## config.mk

```make
export PLATFORM = sky130hd
export DESIGN_NAME = power_seq_ctrl
export DESIGN_NICKNAME = d
export VERILOG_FILES = /design/src/rtl/power_seq_pkg.sv /design/src/rtl/power_seq_step_timer.sv /design/src/rtl/power_seq_ctrl.sv
export SDC_FILE = /design/constraint.sdc
export NUM_CORES = 1
export LEC_CHECK = 0
export CORE_ASPECT_RATIO = 1.25
export CORE_MARGIN = 4
export CORE_UTILIZATION = 57
export DETAILED_ROUTE_END_ITERATION = 16
export PLACE_DENSITY_LB_ADDON = 0.1
export SLEW_MARGIN = 20
export SYNTH_ARGS = -nofsm -noshare
export SYNTH_HDL_FRONTEND = slang
export SYNTH_SLANG_ARGS = --single-unit
```

## constraint.sdc

```tcl
create_clock -name clock -period 5.6 [get_ports clock]
set_input_delay 1.12 -clock clock [delete_from_list [all_inputs] [get_ports clock]]
set_output_delay 1.12 -clock clock [all_outputs]
set_load 0.02 [all_outputs]
```

## src/rtl/power_seq_pkg.sv

```systemverilog
// Shared types and helpers for the power sequencing controller.
//   seq_state_e : controller state (IDLE, UP_STEP, DN_STEP)
//   lvl_width() : bits needed to hold a level count 0..num_domains
package power_seq_pkg;

    typedef enum logic [1:0] {
        IDLE    = 2'd0,
        UP_STEP = 2'd1,
        DN_STEP = 2'd2
    } seq_state_e;

    function automatic int lvl_width(input int num_domains);
        return $clog2(num_domains + 1);
    endfunction

endpackage

```

## src/rtl/power_seq_step_timer.sv

```systemverilog
// Per-step settle timer: loads a delay on the start pulse and counts down to zero.
//   clock, resetn : clock, asynchronous active-low reset
//   start         : load load_val into the counter
//   load_val      : settle delay in cycles
//   done          : counter has reached zero
module power_seq_step_timer #(
    parameter int CNT_W = 8
) (
    input  logic             clock,
    input  logic             resetn,
    input  logic             start,
    input  logic [CNT_W-1:0] load_val,
    output logic             done
);

    logic [CNT_W-1:0] cnt_r;

    // Countdown register; saturates at zero so a maximum delay never wraps.
    always_ff @(posedge clock or negedge resetn) begin
        if (!resetn) begin
            cnt_r <= {CNT_W{1'b0}};
        end else if (start) begin
            cnt_r <= load_val;
        end else if (cnt_r != {CNT_W{1'b0}}) begin
            cnt_r <= cnt_r - CNT_W'(1);
        end else begin
            cnt_r <= cnt_r;
        end
    end

    assign done = (cnt_r == {CNT_W{1'b0}});

endmodule

```

## src/rtl/power_seq_ctrl.sv

```systemverilog
// Power-domain sequencer. Brings domains up in order 0..N-1 (switch on, settle,
// release isolation) and down in order N-1..0 (isolate, settle, switch off).
//   clock, resetn : clock, asynchronous active-low reset
//   pwr_req       : 1 = all domains on, 0 = all domains off (level)
//   step_delay    : settle delay per step, sampled when a step starts
//   pwr_en        : power-switch enable per domain
//   iso_en        : isolation enable per domain
//   pwr_good      : all on, isolation released, idle
//   pwr_off       : all off, isolation asserted, idle
//   busy          : a step is in progress
module power_seq_ctrl
    import power_seq_pkg::*;
#(
    parameter int NUM_DOMAINS = 4,
    parameter int CNT_W       = 8
) (
    input  logic                   clock,
    input  logic                   resetn,
    input  logic                   pwr_req,
    input  logic [CNT_W-1:0]       step_delay,
    output logic [NUM_DOMAINS-1:0] pwr_en,
    output logic [NUM_DOMAINS-1:0] iso_en,
    output logic                   pwr_good,
    output logic                   pwr_off,
    output logic                   busy
);

    localparam int               LVL_W   = lvl_width(NUM_DOMAINS);
    localparam logic [LVL_W-1:0] LVL_MAX = LVL_W'(NUM_DOMAINS);
    localparam logic [LVL_W-1:0] LVL_MIN = {LVL_W{1'b0}};

    seq_state_e             state_r, state_s;
    logic [LVL_W-1:0]       lvl_r, lvl_s;
    logic [NUM_DOMAINS-1:0] pwr_en_r, pwr_en_s;
    logic [NUM_DOMAINS-1:0] iso_en_r, iso_en_s;
    logic                   pwr_good_r, pwr_off_r, busy_r;
    logic                   pwr_good_s, pwr_off_s, busy_s;
    logic                   start_s;
    logic                   done_s;
    logic [NUM_DOMAINS-1:0] up_mask_s;
    logic [NUM_DOMAINS-1:0] dn_mask_s;

    power_seq_step_timer #(
        .CNT_W (CNT_W)
    ) u_step_timer (
        .clock    (clock),
        .resetn   (resetn),
        .start    (start_s),
        .load_val (step_delay),
        .done     (done_s)
    );

    // One-hot selects: next domain to power up, and the highest domain currently on.
    always_comb begin
        up_mask_s = NUM_DOMAINS'(1'b1) << lvl_r;
        dn_mask_s = NUM_DOMAINS'(1'b1) << (lvl_r - LVL_W'(1));
    end

    // Next-state logic; switch and isolation registers change in the order that
    // keeps every unpowered domain isolated.
    always_comb begin
        state_s  = state_r;
        lvl_s    = lvl_r;
        pwr_en_s = pwr_en_r;
        iso_en_s = iso_en_r;
        start_s  = 1'b0;
        case (state_r)
            IDLE: begin
                if (pwr_req && (lvl_r != LVL_MAX)) begin
                    state_s  = UP_STEP;
                    pwr_en_s = pwr_en_r | up_mask_s;
                    start_s  = 1'b1;
                end else if (!pwr_req && (lvl_r != LVL_MIN)) begin
                    state_s  = DN_STEP;
                    iso_en_s = iso_en_r | dn_mask_s;
                    start_s  = 1'b1;
                end else begin
                    state_s = IDLE;
                end
            end
            UP_STEP: begin
                if (done_s) begin
                    iso_en_s = iso_en_r & ~up_mask_s;
                    lvl_s    = lvl_r + LVL_W'(1);
                    state_s  = IDLE;
                end else begin
                    state_s = UP_STEP;
                end
            end
            DN_STEP: begin
                if (done_s) begin
                    pwr_en_s = pwr_en_r & ~dn_mask_s;
                    lvl_s    = lvl_r - LVL_W'(1);
                    state_s  = IDLE;
                end else begin
                    state_s = DN_STEP;
                end
            end
            default: begin
                state_s = IDLE;
            end
        endcase
    end

    // Status flags precomputed from next state so they come straight from flops.
    always_comb begin
        pwr_good_s = (state_s == IDLE) && (lvl_s == LVL_MAX);
        pwr_off_s  = (state_s == IDLE) && (lvl_s == LVL_MIN);
        busy_s     = (state_s != IDLE);
    end

    // State, level, domain controls and status registers.
    always_ff @(posedge clock or negedge resetn) begin
        if (!resetn) begin
            state_r    <= IDLE;
            lvl_r      <= LVL_MIN;
            pwr_en_r   <= {NUM_DOMAINS{1'b0}};
            iso_en_r   <= {NUM_DOMAINS{1'b1}};
            pwr_good_r <= 1'b0;
            pwr_off_r  <= 1'b1;
            busy_r     <= 1'b0;
        end else begin
            state_r    <= state_s;
            lvl_r      <= lvl_s;
            pwr_en_r   <= pwr_en_s;
            iso_en_r   <= iso_en_s;
            pwr_good_r <= pwr_good_s;
            pwr_off_r  <= pwr_off_s;
            busy_r     <= busy_s;
        end
    end

    assign pwr_en   = pwr_en_r;
    assign iso_en   = iso_en_r;
    assign pwr_good = pwr_good_r;
    assign pwr_off  = pwr_off_r;
    assign busy     = busy_r;

endmodule

```

==> run summary <==
Critical-path top delay cell: clkdlybuf4s50_1
post-route minimum period: 2.625 ns
cells after synthesis: 155
Worst path max stage delay: 0.57 ns
Critical path origin: pwr_req
Unique masters post-synth: 43
Clock Path Buffers: 2
CTS root buffer: clkbuf_4
Setup crit end kind: flop
First-pass DRT Iterations: 4
Top-Level Pins: 22
area grow syn2layout: 17.61%
YS warnings: 0
most numerous cell on the critical path: nand2_1
most common cell after layout, fill and taps aside: clkdlybuf4s50_1
Mean Syn Cell Area: 9.445 sq um
Max-Cap Viols: 0
Clk Latency, worst-skew pair: 0.31 ns
power per cell area: 341.2 nW/um^2
DR iter-0 viols: 40
Lkg Pwr: 0.7241 nW
Power Total: 0.5874 mW
CP Cell Sequence: clkdlybuf4s50_1 -> xnor2_1 -> nand2_1 -> nand2_1 -> a21oi_1 -> nor4_1
die height: 64.66 microns
CTS Hold Buffers Added: 0
hold path start: iso_en[0]
final WL: 3178 microns
DP HPWL: 2431 microns
drt drc: 0
Routed WL per cell: 15.28 microns
antenna cells: 0
dpl cells: 204
Net count, final: 200
Clock Sinks: 24
DRT antenna net count: 0
most frequent cells in the layout: clkdlybuf4s50_1 (20), dfrtp_1 (19), a21oi_1 (18)
post-synth top area cell: dfrtp_1
max-slew violation count: 0
Synth Net Count: 179
fin cells: 208
Cell Area, Synth: 1464 sq um
CTS tree: done
Std-Cell Core Area: 2452 sq um
layout cell share with drive strength beyond 1: 0.1029
Via density: 5.913
fin crit share: 0.4688
Yosys reg bits: 24
Hold WC Path Type: reg2reg
Worst-path clk slew: 0.13 ns
Starting Density: 0.5969
gp weighted congestion: 0.8028
vias in the first global route: 1333
dominant cells by area after synthesis: dfrtp_1 (32%), ha_1 (11%), dfstp_2 (9.0%)
H-tree levels: 1
total grt overflow: 0
outcome: finished, final reports clean
fmax: 0.3809 GHz
crit path max fanout: 17
Post-CTS Setup Inserts: 0
Slew headroom: 0.5814
crit path kind: in2reg
clk_skew: 0.001400 ns
critical path required time: 5.80 ns
setup TNS: 0 ns
initial antenna violation count: 0
Die Wd: 53.33 microns
number of buffers created by CTS: 3
number of port buffers: 21
Total Die Area: 3448 sq um
total track usage: 0.2141
Max IR drop VDD: 0.2257 mV
final setup fails: 0
# rows: 20
Arr. time, crit path: 2.83 ns
WHS: 0.4801 ns
Slew @ Worst Pin: 0.6192 ns
unrepaired setup endpoints after global routing: no
first-pass GRT wire length: 5589 microns
largest net degree at the start of global routing: 25
final hold vios: 0
register area share after synthesis: 0.4145
via count: 1230
top cell type's share of synthesized area: 0.3248
worst reg2reg startpoint: u_step_timer.cnt_r[0]
Startpoint Class: primary input
Post-CTS Resized: 0
-- worst paths after layout --
kind / to / slack (ns) / cells past startpoint
hold reg to reg: iso_en[0] / 0.48 / 2
min in group asynchronous: pwr_en[0] / 0.77 / 1
hold / removal: iso_en[0] / 0.48 / 2
max in group asynchronous: iso_en[3] / 4.46 / 1
setup reg to reg: pwr_good / 3.45 / 7
setup / recovery: pwr_good / 2.97 / 6
-- flip-flops by register name (all words and copies together), names as in the netlist --
register and cells:
pwr_off 1, lvl_r 3, state_r 2, u_step_timer.cnt_r 8
pwr_good 1, pwr_en 4, iso_en 4, busy 1
-- cell type report --
type	instances	area, sq um
multi-input combinational	112	779.5
fill	226	730.7
sequential	24	606.8
timing repair buffer	21	205.2
inverter	14	52.55
tap	33	41.29
clock buffer	4	36.28
-- synth_stat cells (all sizes together) --
cell type / n
nand3b: 1
o21ai: 5
and2: 1
nor4b: 2
nand4: 2
o41ai: 1
a21o: 1
nand2: 14
a22oi: 1
xor2: 1
a211o: 2
clkbuf: 2
a21oi: 18
dfstp: 5
ha: 13
nor3b: 1
and3: 2
o31ai: 1
xnor2: 6
mux2i: 3
nor4: 3
nand3: 3
a221oi: 1
a21boi: 1
dfrtp: 19
nor2: 12
o22ai: 2
buf: 3
o211ai: 1
inv: 14
a31oi: 4
nor3: 2
a211oi: 2
or4: 1
o21a: 1
nand2b: 2
nor2b: 2
-- stage by stage --
step	utilization	setup slack (ns)	cell area (sq um)
floorplan	-	3.618	1464
global placement	0.6893	2.752	1690
detailed placement	0.6893	2.648	1690
CTS	0.7041	2.952	1727
global route	0.7020	2.795	1722
finish	0.7020	2.975	1722
-- worst max-delay path, delay by kind of cell --
family	cells	cell delay (ns)
AO/OA/AOI/OAI	1	0.20
buffers and inverters	1	0.57
AND/OR/NAND/NOR	3	0.80
XOR/XNOR	1	0.15
-- power breakdown --
group,switching (mW),internal [mW]
logic,0.126,0.108
clock network,0.0506,0.0397
registers,0.0433,0.220
total,0.220,0.367
-- logic make-up (layout without fill, tap and decap cells) --
group | after synthesis | after routing | share of synthesized area
compound gates | 41 | 41 | 0.1795
xor+xnor | 7 | 7 | 0.04188
fa+ha+maj | 13 | 13 | 0.1111
buf+inv | 19 | 39 | 0.05300
flops | 24 | 24 | 0.4145
mux | 3 | 3 | 0.02051
simple gates | 48 | 48 | 0.1795
-- layer usage --
metal	wire length, microns	up-vias	GRT usage	share of wire
met4	88	0	0.1118	0.028
li1	-	581	-	-
met1	1149	596	0.2160	0.36
met2	1785	43	0.4018	0.56
met5	0	-	0	0
met3	154	10	0.02989	0.048
No activity file was read; power rests on OpenSTA's default activity.
